$ cat config.mk
export PLATFORM = sky130hd
export DESIGN_NAME = min_max_tracker
export DESIGN_NICKNAME = d
export VERILOG_FILES = /design/src/rtl/min_max_pkg.sv /design/src/rtl/min_max_lane_reduce.sv /design/src/rtl/min_max_tracker.sv
export SDC_FILE = /design/constraint.sdc
export NUM_CORES = 1
export LEC_CHECK = 0
export ABC_AREA = 0
export CAP_MARGIN = 15
export CORE_ASPECT_RATIO = 2
export CORE_MARGIN = 2
export CORE_UTILIZATION = 49
export CTS_CLUSTER_SIZE = 30
export DETAILED_ROUTE_END_ITERATION = 7
export GPL_ROUTABILITY_DRIVEN = 0
export PLACE_DENSITY = 0.86
export SETUP_SLACK_MARGIN = 0.2
export SLEW_MARGIN = 10
export SYNTH_ARGS = -nofsm -noshare
export SYNTH_HDL_FRONTEND = slang
export SYNTH_SLANG_ARGS = --single-unit
$ cat constraint.sdc
create_clock -name i_clk -period 2.8 [get_ports i_clk]
set_clock_uncertainty 0.2 [all_clocks]
set_input_delay 0.84 -clock i_clk [delete_from_list [all_inputs] [get_ports i_clk]]
set_output_delay 0.84 -clock i_clk [all_outputs]
set_load 0.05 [all_outputs]
$ cat src/rtl/min_max_pkg.sv
// Shared types and constant helpers for the streaming min/max tracker.
// Limit helpers return a 64-bit value; callers keep the low WIDTH bits.
package min_max_pkg;

  typedef enum logic [1:0] {
    ST_IDLE = 2'd0,
    ST_RUN  = 2'd1,
    ST_DONE = 2'd2
  } state_e;

  localparam int LIMIT_W = 64;

  function automatic int idx_width(input int beats, input int lanes);
    int total;
    int w;
    total = beats * lanes;
    w     = 1;
    while ((1 << w) < total) begin
      w = w + 1;
    end
    return w;
  endfunction

  function automatic logic [LIMIT_W-1:0] type_max(input int width, input bit is_signed);
    if (is_signed) begin
      return (64'd1 << (width - 1)) - 64'd1;
    end else begin
      return (64'd1 << width) - 64'd1;
    end
  endfunction

  function automatic logic [LIMIT_W-1:0] type_min(input int width, input bit is_signed);
    if (is_signed) begin
      return 64'd1 << (width - 1);
    end else begin
      return 64'd0;
    end
  endfunction

endpackage

$ cat src/rtl/min_max_lane_reduce.sv
// Combinational reduction of one beat to its extremes and their lane numbers.
// Linear chain with strict compares so the lowest lane wins on ties.
module min_max_lane_reduce #(
  parameter int WIDTH  = 16,
  parameter int LANES  = 2,
  parameter int SIGNED = 0,
  parameter int LANE_W = (LANES > 1) ? $clog2(LANES) : 1
) (
  input  logic [LANES*WIDTH-1:0] i_data,
  output logic [WIDTH-1:0]       o_min,
  output logic [LANE_W-1:0]      o_min_lane,
  output logic [WIDTH-1:0]       o_max,
  output logic [LANE_W-1:0]      o_max_lane
);

  function automatic logic smp_lt(input logic [WIDTH-1:0] a, input logic [WIDTH-1:0] b);
    if (SIGNED != 0) begin
      return $signed(a) < $signed(b);
    end else begin
      return a < b;
    end
  endfunction

  logic [WIDTH-1:0]  w_min;
  logic [WIDTH-1:0]  w_max;
  logic [LANE_W-1:0] w_min_lane;
  logic [LANE_W-1:0] w_max_lane;

  // Walk lanes upward, replacing the candidate only on a strict improvement.
  always_comb begin
    w_min      = i_data[WIDTH-1:0];
    w_max      = i_data[WIDTH-1:0];
    w_min_lane = '0;
    w_max_lane = '0;
    for (int k = 1; k < LANES; k++) begin
      if (smp_lt(i_data[k*WIDTH +: WIDTH], w_min)) begin
        w_min      = i_data[k*WIDTH +: WIDTH];
        w_min_lane = LANE_W'(k);
      end else begin
        w_min_lane = w_min_lane;
      end
      if (smp_lt(w_max, i_data[k*WIDTH +: WIDTH])) begin
        w_max      = i_data[k*WIDTH +: WIDTH];
        w_max_lane = LANE_W'(k);
      end else begin
        w_max_lane = w_max_lane;
      end
    end
  end

  assign o_min      = w_min;
  assign o_max      = w_max;
  assign o_min_lane = w_min_lane;
  assign o_max_lane = w_max_lane;

endmodule

$ cat src/rtl/min_max_tracker.sv
// Streaming min/max finder over a block of BEATS beats of LANES samples,
// tracking each extreme and its flat index (beat*LANES + lane).
module min_max_tracker
  import min_max_pkg::*;
#(
  parameter int WIDTH  = 16,
  parameter int LANES  = 2,
  parameter int BEATS  = 4,
  parameter int SIGNED = 0,
  parameter int IDXW   = idx_width(BEATS, LANES)
) (
  input  logic                   i_clk,
  input  logic                   i_rst,
  input  logic                   i_start,
  input  logic                   i_in_valid,
  input  logic [LANES*WIDTH-1:0] i_in_data,
  output logic                   o_in_ready,
  output logic [WIDTH-1:0]       o_max_out,
  output logic [WIDTH-1:0]       o_min_out,
  output logic [IDXW-1:0]        o_max_idx,
  output logic [IDXW-1:0]        o_min_idx,
  output logic                   o_busy,
  output logic                   o_done
);

  localparam int LANE_W = (LANES > 1) ? $clog2(LANES) : 1;
  localparam int CW     = (BEATS > 1) ? $clog2(BEATS) : 1;

  localparam logic [LIMIT_W-1:0] MAX_FULL = type_max(WIDTH, SIGNED != 0);
  localparam logic [LIMIT_W-1:0] MIN_FULL = type_min(WIDTH, SIGNED != 0);
  localparam logic [WIDTH-1:0]   MAX_LIM  = MAX_FULL[WIDTH-1:0];
  localparam logic [WIDTH-1:0]   MIN_LIM  = MIN_FULL[WIDTH-1:0];

  function automatic logic smp_lt(input logic [WIDTH-1:0] a, input logic [WIDTH-1:0] b);
    if (SIGNED != 0) begin
      return $signed(a) < $signed(b);
    end else begin
      return a < b;
    end
  endfunction

  state_e            r_state;
  logic [CW-1:0]     r_beat_cnt;
  logic [WIDTH-1:0]  r_min;
  logic [WIDTH-1:0]  r_max;
  logic [IDXW-1:0]   r_min_idx;
  logic [IDXW-1:0]   r_max_idx;
  logic              r_in_ready;
  logic              r_busy;
  logic              r_done;

  logic [WIDTH-1:0]  w_beat_min;
  logic [WIDTH-1:0]  w_beat_max;
  logic [LANE_W-1:0] w_beat_min_lane;
  logic [LANE_W-1:0] w_beat_max_lane;
  logic [IDXW-1:0]   w_min_idx;
  logic [IDXW-1:0]   w_max_idx;
  logic              w_accept;
  logic              w_last;

  min_max_lane_reduce #(
    .WIDTH  (WIDTH),
    .LANES  (LANES),
    .SIGNED (SIGNED),
    .LANE_W (LANE_W)
  ) u_reduce (
    .i_data     (i_in_data),
    .o_min      (w_beat_min),
    .o_min_lane (w_beat_min_lane),
    .o_max      (w_beat_max),
    .o_max_lane (w_beat_max_lane)
  );

  assign w_accept  = i_in_valid & r_in_ready;
  assign w_last    = (r_beat_cnt == CW'(BEATS - 1));
  assign w_min_idx = IDXW'(r_beat_cnt) * IDXW'(LANES) + IDXW'(w_beat_min_lane);
  assign w_max_idx = IDXW'(r_beat_cnt) * IDXW'(LANES) + IDXW'(w_beat_max_lane);

  // FSM, beat counter and accumulator merge; start wins over any same-cycle beat.
  always_ff @(posedge i_clk or posedge i_rst) begin
    if (i_rst) begin
      r_state    <= ST_IDLE;
      r_beat_cnt <= '0;
      r_min      <= '0;
      r_max      <= '0;
      r_min_idx  <= '0;
      r_max_idx  <= '0;
      r_in_ready <= 1'b0;
      r_busy     <= 1'b0;
      r_done     <= 1'b0;
    end else if (i_start) begin
      r_state    <= ST_RUN;
      r_beat_cnt <= '0;
      r_min      <= MAX_LIM;
      r_max      <= MIN_LIM;
      r_min_idx  <= '0;
      r_max_idx  <= '0;
      r_in_ready <= 1'b1;
      r_busy     <= 1'b1;
      r_done     <= 1'b0;
    end else begin
      case (r_state)
        ST_RUN: begin
          if (w_accept) begin
            // Strict compares keep the existing accumulator on ties.
            if (smp_lt(w_beat_min, r_min)) begin
              r_min     <= w_beat_min;
              r_min_idx <= w_min_idx;
            end
            if (smp_lt(r_max, w_beat_max)) begin
              r_max     <= w_beat_max;
              r_max_idx <= w_max_idx;
            end
            if (w_last) begin
              r_state    <= ST_DONE;
              r_in_ready <= 1'b0;
              r_busy     <= 1'b0;
              r_done     <= 1'b1;
            end else begin
              r_beat_cnt <= r_beat_cnt + CW'(1);
            end
          end
        end
        default: begin
          r_state <= r_state;
        end
      endcase
    end
  end

  assign o_in_ready = r_in_ready;
  assign o_busy     = r_busy;
  assign o_done     = r_done;
  assign o_min_out  = r_min;
  assign o_max_out  = r_max;
  assign o_min_idx  = r_min_idx;
  assign o_max_idx  = r_max_idx;

endmodule
# --- After elaboration in Yosys (flattened, before gate mapping) ---
# Index checks and enable logic that the tools add are counted.
word_totals:
  regBits: 44
  latchBits: 0
  mem_bits_rw: 0
  mem_bits_ro: 0
  wordCells: 70
  memories: 0
op_classes:
  n_addsub: 3
  mul: 0
  div: 0
  n_lt_le_gt_ge: 4
  eq_ne: 3
  n_shift: 0
  muxes: 42
  n_bitwise: 1
  reduce_logical: 9
ops:
  columns: ["op", "count"]
  rows:
  - ["two-way mux 16 bit", 10]
  - ["less-than comparator 16 bit", 4]
  - ["two-way mux 3 bit", 8]
  - ["two-way mux 1 bit", 16]
  - ["two-way mux 2 bit", 8]
  - ["AND reduction 3 bit", 4]
  - ["nonzero test 2 bit", 5]
  - ["adder 3 x 1 -> 3 bit", 2]
  - ["adder 2 x 1 -> 2 bit (second input constant)", 1]
  - ["== test 2 x 1 -> 1 bit (second input constant)", 1]
  - ["== test 2 bit (second input constant)", 1]
  - ["!= test 2 bit (second input constant)", 1]
  - ["bitwise AND 1 bit", 1]

# --- Depth between registers and ports, before layout ---
depth:
  ltp_word: 10
  mapped_depth: 21
  ltp_nobuf: 15

# --- Cells and area by module ---
# A second synthesis with hierarchy kept.
unflattened:
  hier_cells: 392
  hier_area_um2: 3709.8
by_module_without_submodules:
  columns: ["mod", "instances", "cells_per_inst", "area_each_um2", "seq_area_each_um2"]
  rows:
  - ["min_max_tracker", 1, 297, 2788.9, 1051.0]
  - ["min_max_lane_reduce", 1, 95, 920.9, 0.0]

# --- Worst setup path before layout ---
# OpenSTA, ideal clock, no wires.
synth_path:
  kind: "input to register"
  from: "in i_in_data[31]"
  to: "reg r_min[0], in the netlist o_min_out[0]"
  t_arrival_ps: 4729
  setup_slack_ps: -2208
  stages: 21
  path_cell_list: "inv_1 -> ha_1 -> nand4_1 -> or3_1 -> buf_2 -> and3_1 -> buf_2 -> nand3_2 -> buf_4 -> nand2_1 -> buf_2 -> o21bai_1 -> ha_1 -> o21ai_0 -> a2111oi_0 -> nand2_1 -> or4_1 -> o211ai_1 -> buf_6 -> buf_12 -> mux2i_1"
synth_between:
  elab_chain_cells: 8
synth_rtl:
  columns: ["item", "line", "source"]
  rows:
  - ["start, declared", "min_max_tracker.sv:16", "input logic [LANES*WIDTH-1:0] i_in_data,"]
  - ["less-than comparator 16 bit", "min_max_lane_reduce.sv:20", "return a < b;"]
  - ["two-way mux 16 bit *", "min_max_lane_reduce.sv:36", "if (smp_lt(i_data[k*WIDTH +: WIDTH], w_min)) begin"]
  - ["less-than comparator 16 bit", "min_max_tracker.sv:38", "return a < b;"]
  - ["two-way mux 1 bit", "min_max_tracker.sv:104", "if (w_accept) begin"]
  - ["two-way mux 1 bit", "min_max_tracker.sv:102", "case (r_state)"]
  - ["two-way mux 1 bit", "min_max_tracker.sv:91", "end else if (i_start) begin"]
  - ["nonzero test 2 bit (no source line)", null, null]
  - ["AND reduction 3 bit (no source line)", null, null]
  - ["end signal, assigned", "min_max_tracker.sv:107", "r_min <= w_beat_min;"]
  - ["end, declared", "min_max_tracker.sv:44", "logic [WIDTH-1:0] r_min;"]
# Mark *: on every way between the ends. The rest lies on a longest branch, timed or not. The select of a mux whose other input is x is not followed.
# A chain may end at the register's enable or synchronous reset.

# --- Worst setup path after layout ---
layout_path:
  from: "in i_in_data[6]"
  to: "reg r_min[0], in the netlist o_min_out[0]"
# Same word-level chain as after synthesis.

==> flow_summary.ini <==
[placement]
port_buffers = 76
placed_area_um2 = 5883
post-dp-hpwl_mm = 10.63

[flow_run]
drv_cap = 0

[clock_tree]
ctsHoldBuffers = 0
clockBufferDepth = 2
cts.reportedPaths.clkPinSlew_ns = 0.06
cts_tree = yes
cts_buffers = 5
root_buffer = clkbuf_16
htreeDepth = 2
clk-insertion-delay-late_ns = 0.31
clock-sinks = 42

[synthesis]
ys_top_cells_by_area = dfrtp_1, ha_1, nand4_1
syn_inst = 482
synth_nets = 565
synth_cell_types = 48
syn-cell-area_um2 = 4173
synth_top_area_share_pct = 25.19
synth_seq_area_share_pct = 25.19
syn_avg_cell_area_um2 = 8.657
yosysMostFrequentCell = ha_1
yosys-top-cells-count = ha_1, nand4_1, dfrtp_1
synth_ff_type = dfrtp_1
yosys_warnings = 0
ys_seq_elements = 42
synthArstFlopShare_pct = 100.0
yosysTopAreaCell = dfrtp_1
synth_edf_count = 0

[power_and_ir_drop]
pwr-share-clk_pct = 20.7
p_seq_share_pct = 22.1
pwr-share-comb_pct = 57.2
switching_power_mw = 1.429
internal_power_mw = 1.969
p_sw_share_pct = 42.05
leakage_nw = 3.430
p_per_area_nw_per_um2 = 467.8
finalPower_mw = 3.398
ir_worst_vdd_mv = 0.5950

[global_routing]
grt-ovfl-total = 0
grt_start_max_net_pins = 47
grt_pass1_wl_mm = 30.09
grt_pass1_vias = 5652
track_usage_pct = 41.20
antenna_found_initial = 0

[detailed_routing]
first_pass_iters = 8
viasPerCell = 7.681
drt_wl_total_mm = 24.29
drtIter0Drc = 1202
wl_per_cell_um = 31.39
num_vias = 5945
drc = 28
ant_nets = 0

[setup_path]
crit_arrival_ns = 5.23
worst_setup_path_end_kind = register
reg2reg_depth = 11
crit_fanout = 9
slowest_delay_ns = 0.41
worst-setup-path-type = input port to register
crit_required_ns = 2.82
crit_slowest_cell = a2111oi_4
crit_chain = dlygate4sd2_1, ha_1, nand2_2, o21ai_1, buf_4, nand4_1, buf_4, nand3_4, nand2_8, o21bai_1, ha_1, nand4_1, a2111oi_4, buf_4, nand4_1, and3_4, o211ai_1, buf_4, buf_12, mux2i_1
cp-start-kind = input port
crit_top_cell = buf_4

[final_layout]
fillerInstances = 327
antennaDiodeCount = 0
seq_area_um2 = 1051
fin_util_pct = 87.61
drive_above_1_share_pct = 43.79
layout.nets = 758
area_growth_pct = 74.09
multi_input_area_um2 = 3571
finalInstanceArea_um2 = 7264

[timing]
fmax_mhz = 192.1
worst_slack_ns = -2.405
grt_setup_unrepaired = yes
tightest_slew_ns = 0.5731
period_minus_slack_ns = 5.205
maxSlewHeadroom_pct = 61.79
setup_viol = 38
period_share_pct = 185.9
finalMaxSlewViolations = 0
finalHoldViolCount = 0

[status]
violations = DRC, setup timing
status = complete, but fails checks

[floorplan]
die_h_um = 134.5
die_width_um = 69.25
dieArea_um2 = 9314
num_rows = 47
io_pins = 77
start_util_pct = 50.32
core_um2 = 8292

[min_path]
hp-class = register to register
min_path_cells = 2
power by group through the flow:
stage	Clock [mW]	Sequential [mW]	Combinational, mW
finish	0.705	0.751	1.94
global route	0.719	0.754	1.98
CTS	0.688	0.736	1.58
detailed placement	0	0.742	1.34
global placement	0	0.740	1.29
floorplan	0	0.965	0.622
what timing repair did:
item                                    in CTS  in global routing
gates cloned                                 8                  2
endpoints found under the hold margin        0                  0
endpoints found under the setup margin      38                 45
resized for setup                          181                 69
pin swaps                                   35                 15
buffers inserted                            17                 17
sequential cells by signal, summed over array words and instances (netlist names):
signal / flops
o_max_out: 16
o_min_out: 16
o_max_idx: 3
o_min_idx: 3
r_beat_cnt: 2
o_done: 1
r_state: 1
critical path, delay by kind of cell:
kind	cells	cell delay, ns
AO/OA/AOI/OAI	4	1.02
multiplexers	1	0.22
buffers and inverters	6	1.26
AND/OR/NAND/NOR	7	1.31
adder cells (fa/ha/maj)	2	0.55
routing by layer:
metal  up-vias  routed length [um]  share of wire [%]  track usage [%]
met4         0                3105                 13            31.05
met3       352                3093                 13            8.284
met1      2659                7362                 30            43.71
li1       2191                   -                  -                -
met2       743               10730                 44            70.89
met5         -                   0                  0                0
cells by family (layout without fill, tap and decap cells):
| group | Yosys count | in the layout | synth area share [%] |
|---|---|---|---|
| AOI/OAI and AO/OA | 125 | 125 | 21.26 |
| xor gates and xnor gates | 1 | 1 | 0.2099 |
| adders and majority gates | 47 | 47 | 14.09 |
| buffers and inverters | 75 | 267 | 8.126 |
| DFF | 42 | 42 | 25.19 |
| muxes | 38 | 38 | 10.34 |
| and+or+nand+nor | 154 | 156 | 20.78 |
per-stage QoR:
step / cells / hold WS, ns / TNS, ns / setup WS, ns
2_1_floorplan: 482 / 0.3378 / -62.36 / -1.723
3_3_place_gp: 722 / 0.3303 / -91.55 / -2.450
3_5_place_dp: 722 / 0.3365 / -95.11 / -2.572
4_1_cts: 755 / 0.3509 / -64.27 / -1.725
5_1_grt: 774 / 0.4010 / -87.31 / -2.395
6_report: 774 / 0.3568 / -88.49 / -2.405
final timing paths:
| path | slack [ns] | endpoint | start |
|---|---|---|---|
| setup / recovery | -2.41 | o_min_out[0] | i_in_data[6] |
| hold / removal | 0.36 | o_done | o_done |
| setup reg to reg | -0.36 | o_max_idx[1] | o_max_out[14] |
| hold reg to reg | 0.36 | o_done | o_done |
| max in group asynchronous | 1.20 | o_min_out[1] | i_rst |
| min in group asynchronous | 0.81 | o_max_out[12] | i_rst |
layout by cell type (no fill, tap or decap), types with 9 or more instances in the layout:
master and count:
a21oi_1 28, clkdlybuf4s50_1 34, nor2_1 23, ha_1 21, nand3_1 18, inv_2 11
nand2_1 9, o31ai_1 13, nor2b_1 17, dfrtp_1 42, buf_2 9, a21o_1 11
mux2i_1 19, buf_6 20, o21bai_1 10, inv_1 21, ha_4 25, dlymetal6s2s_1 10
mux2_4 17, a311oi_1 16, buf_12 13, o31ai_2 12, buf_4 114, nand4_1 45
final cells by class:
type	count	share of cell area (%)
multi-input combinational	367	49.16
timing repair buffer	223	30.11
sequential	42	14.47
inverter	36	2.239
clock buffer	5	1.722
tap	98	1.688
clock inverter	3	0.6200
Note: power is estimated with default switching activity, not from simulation.
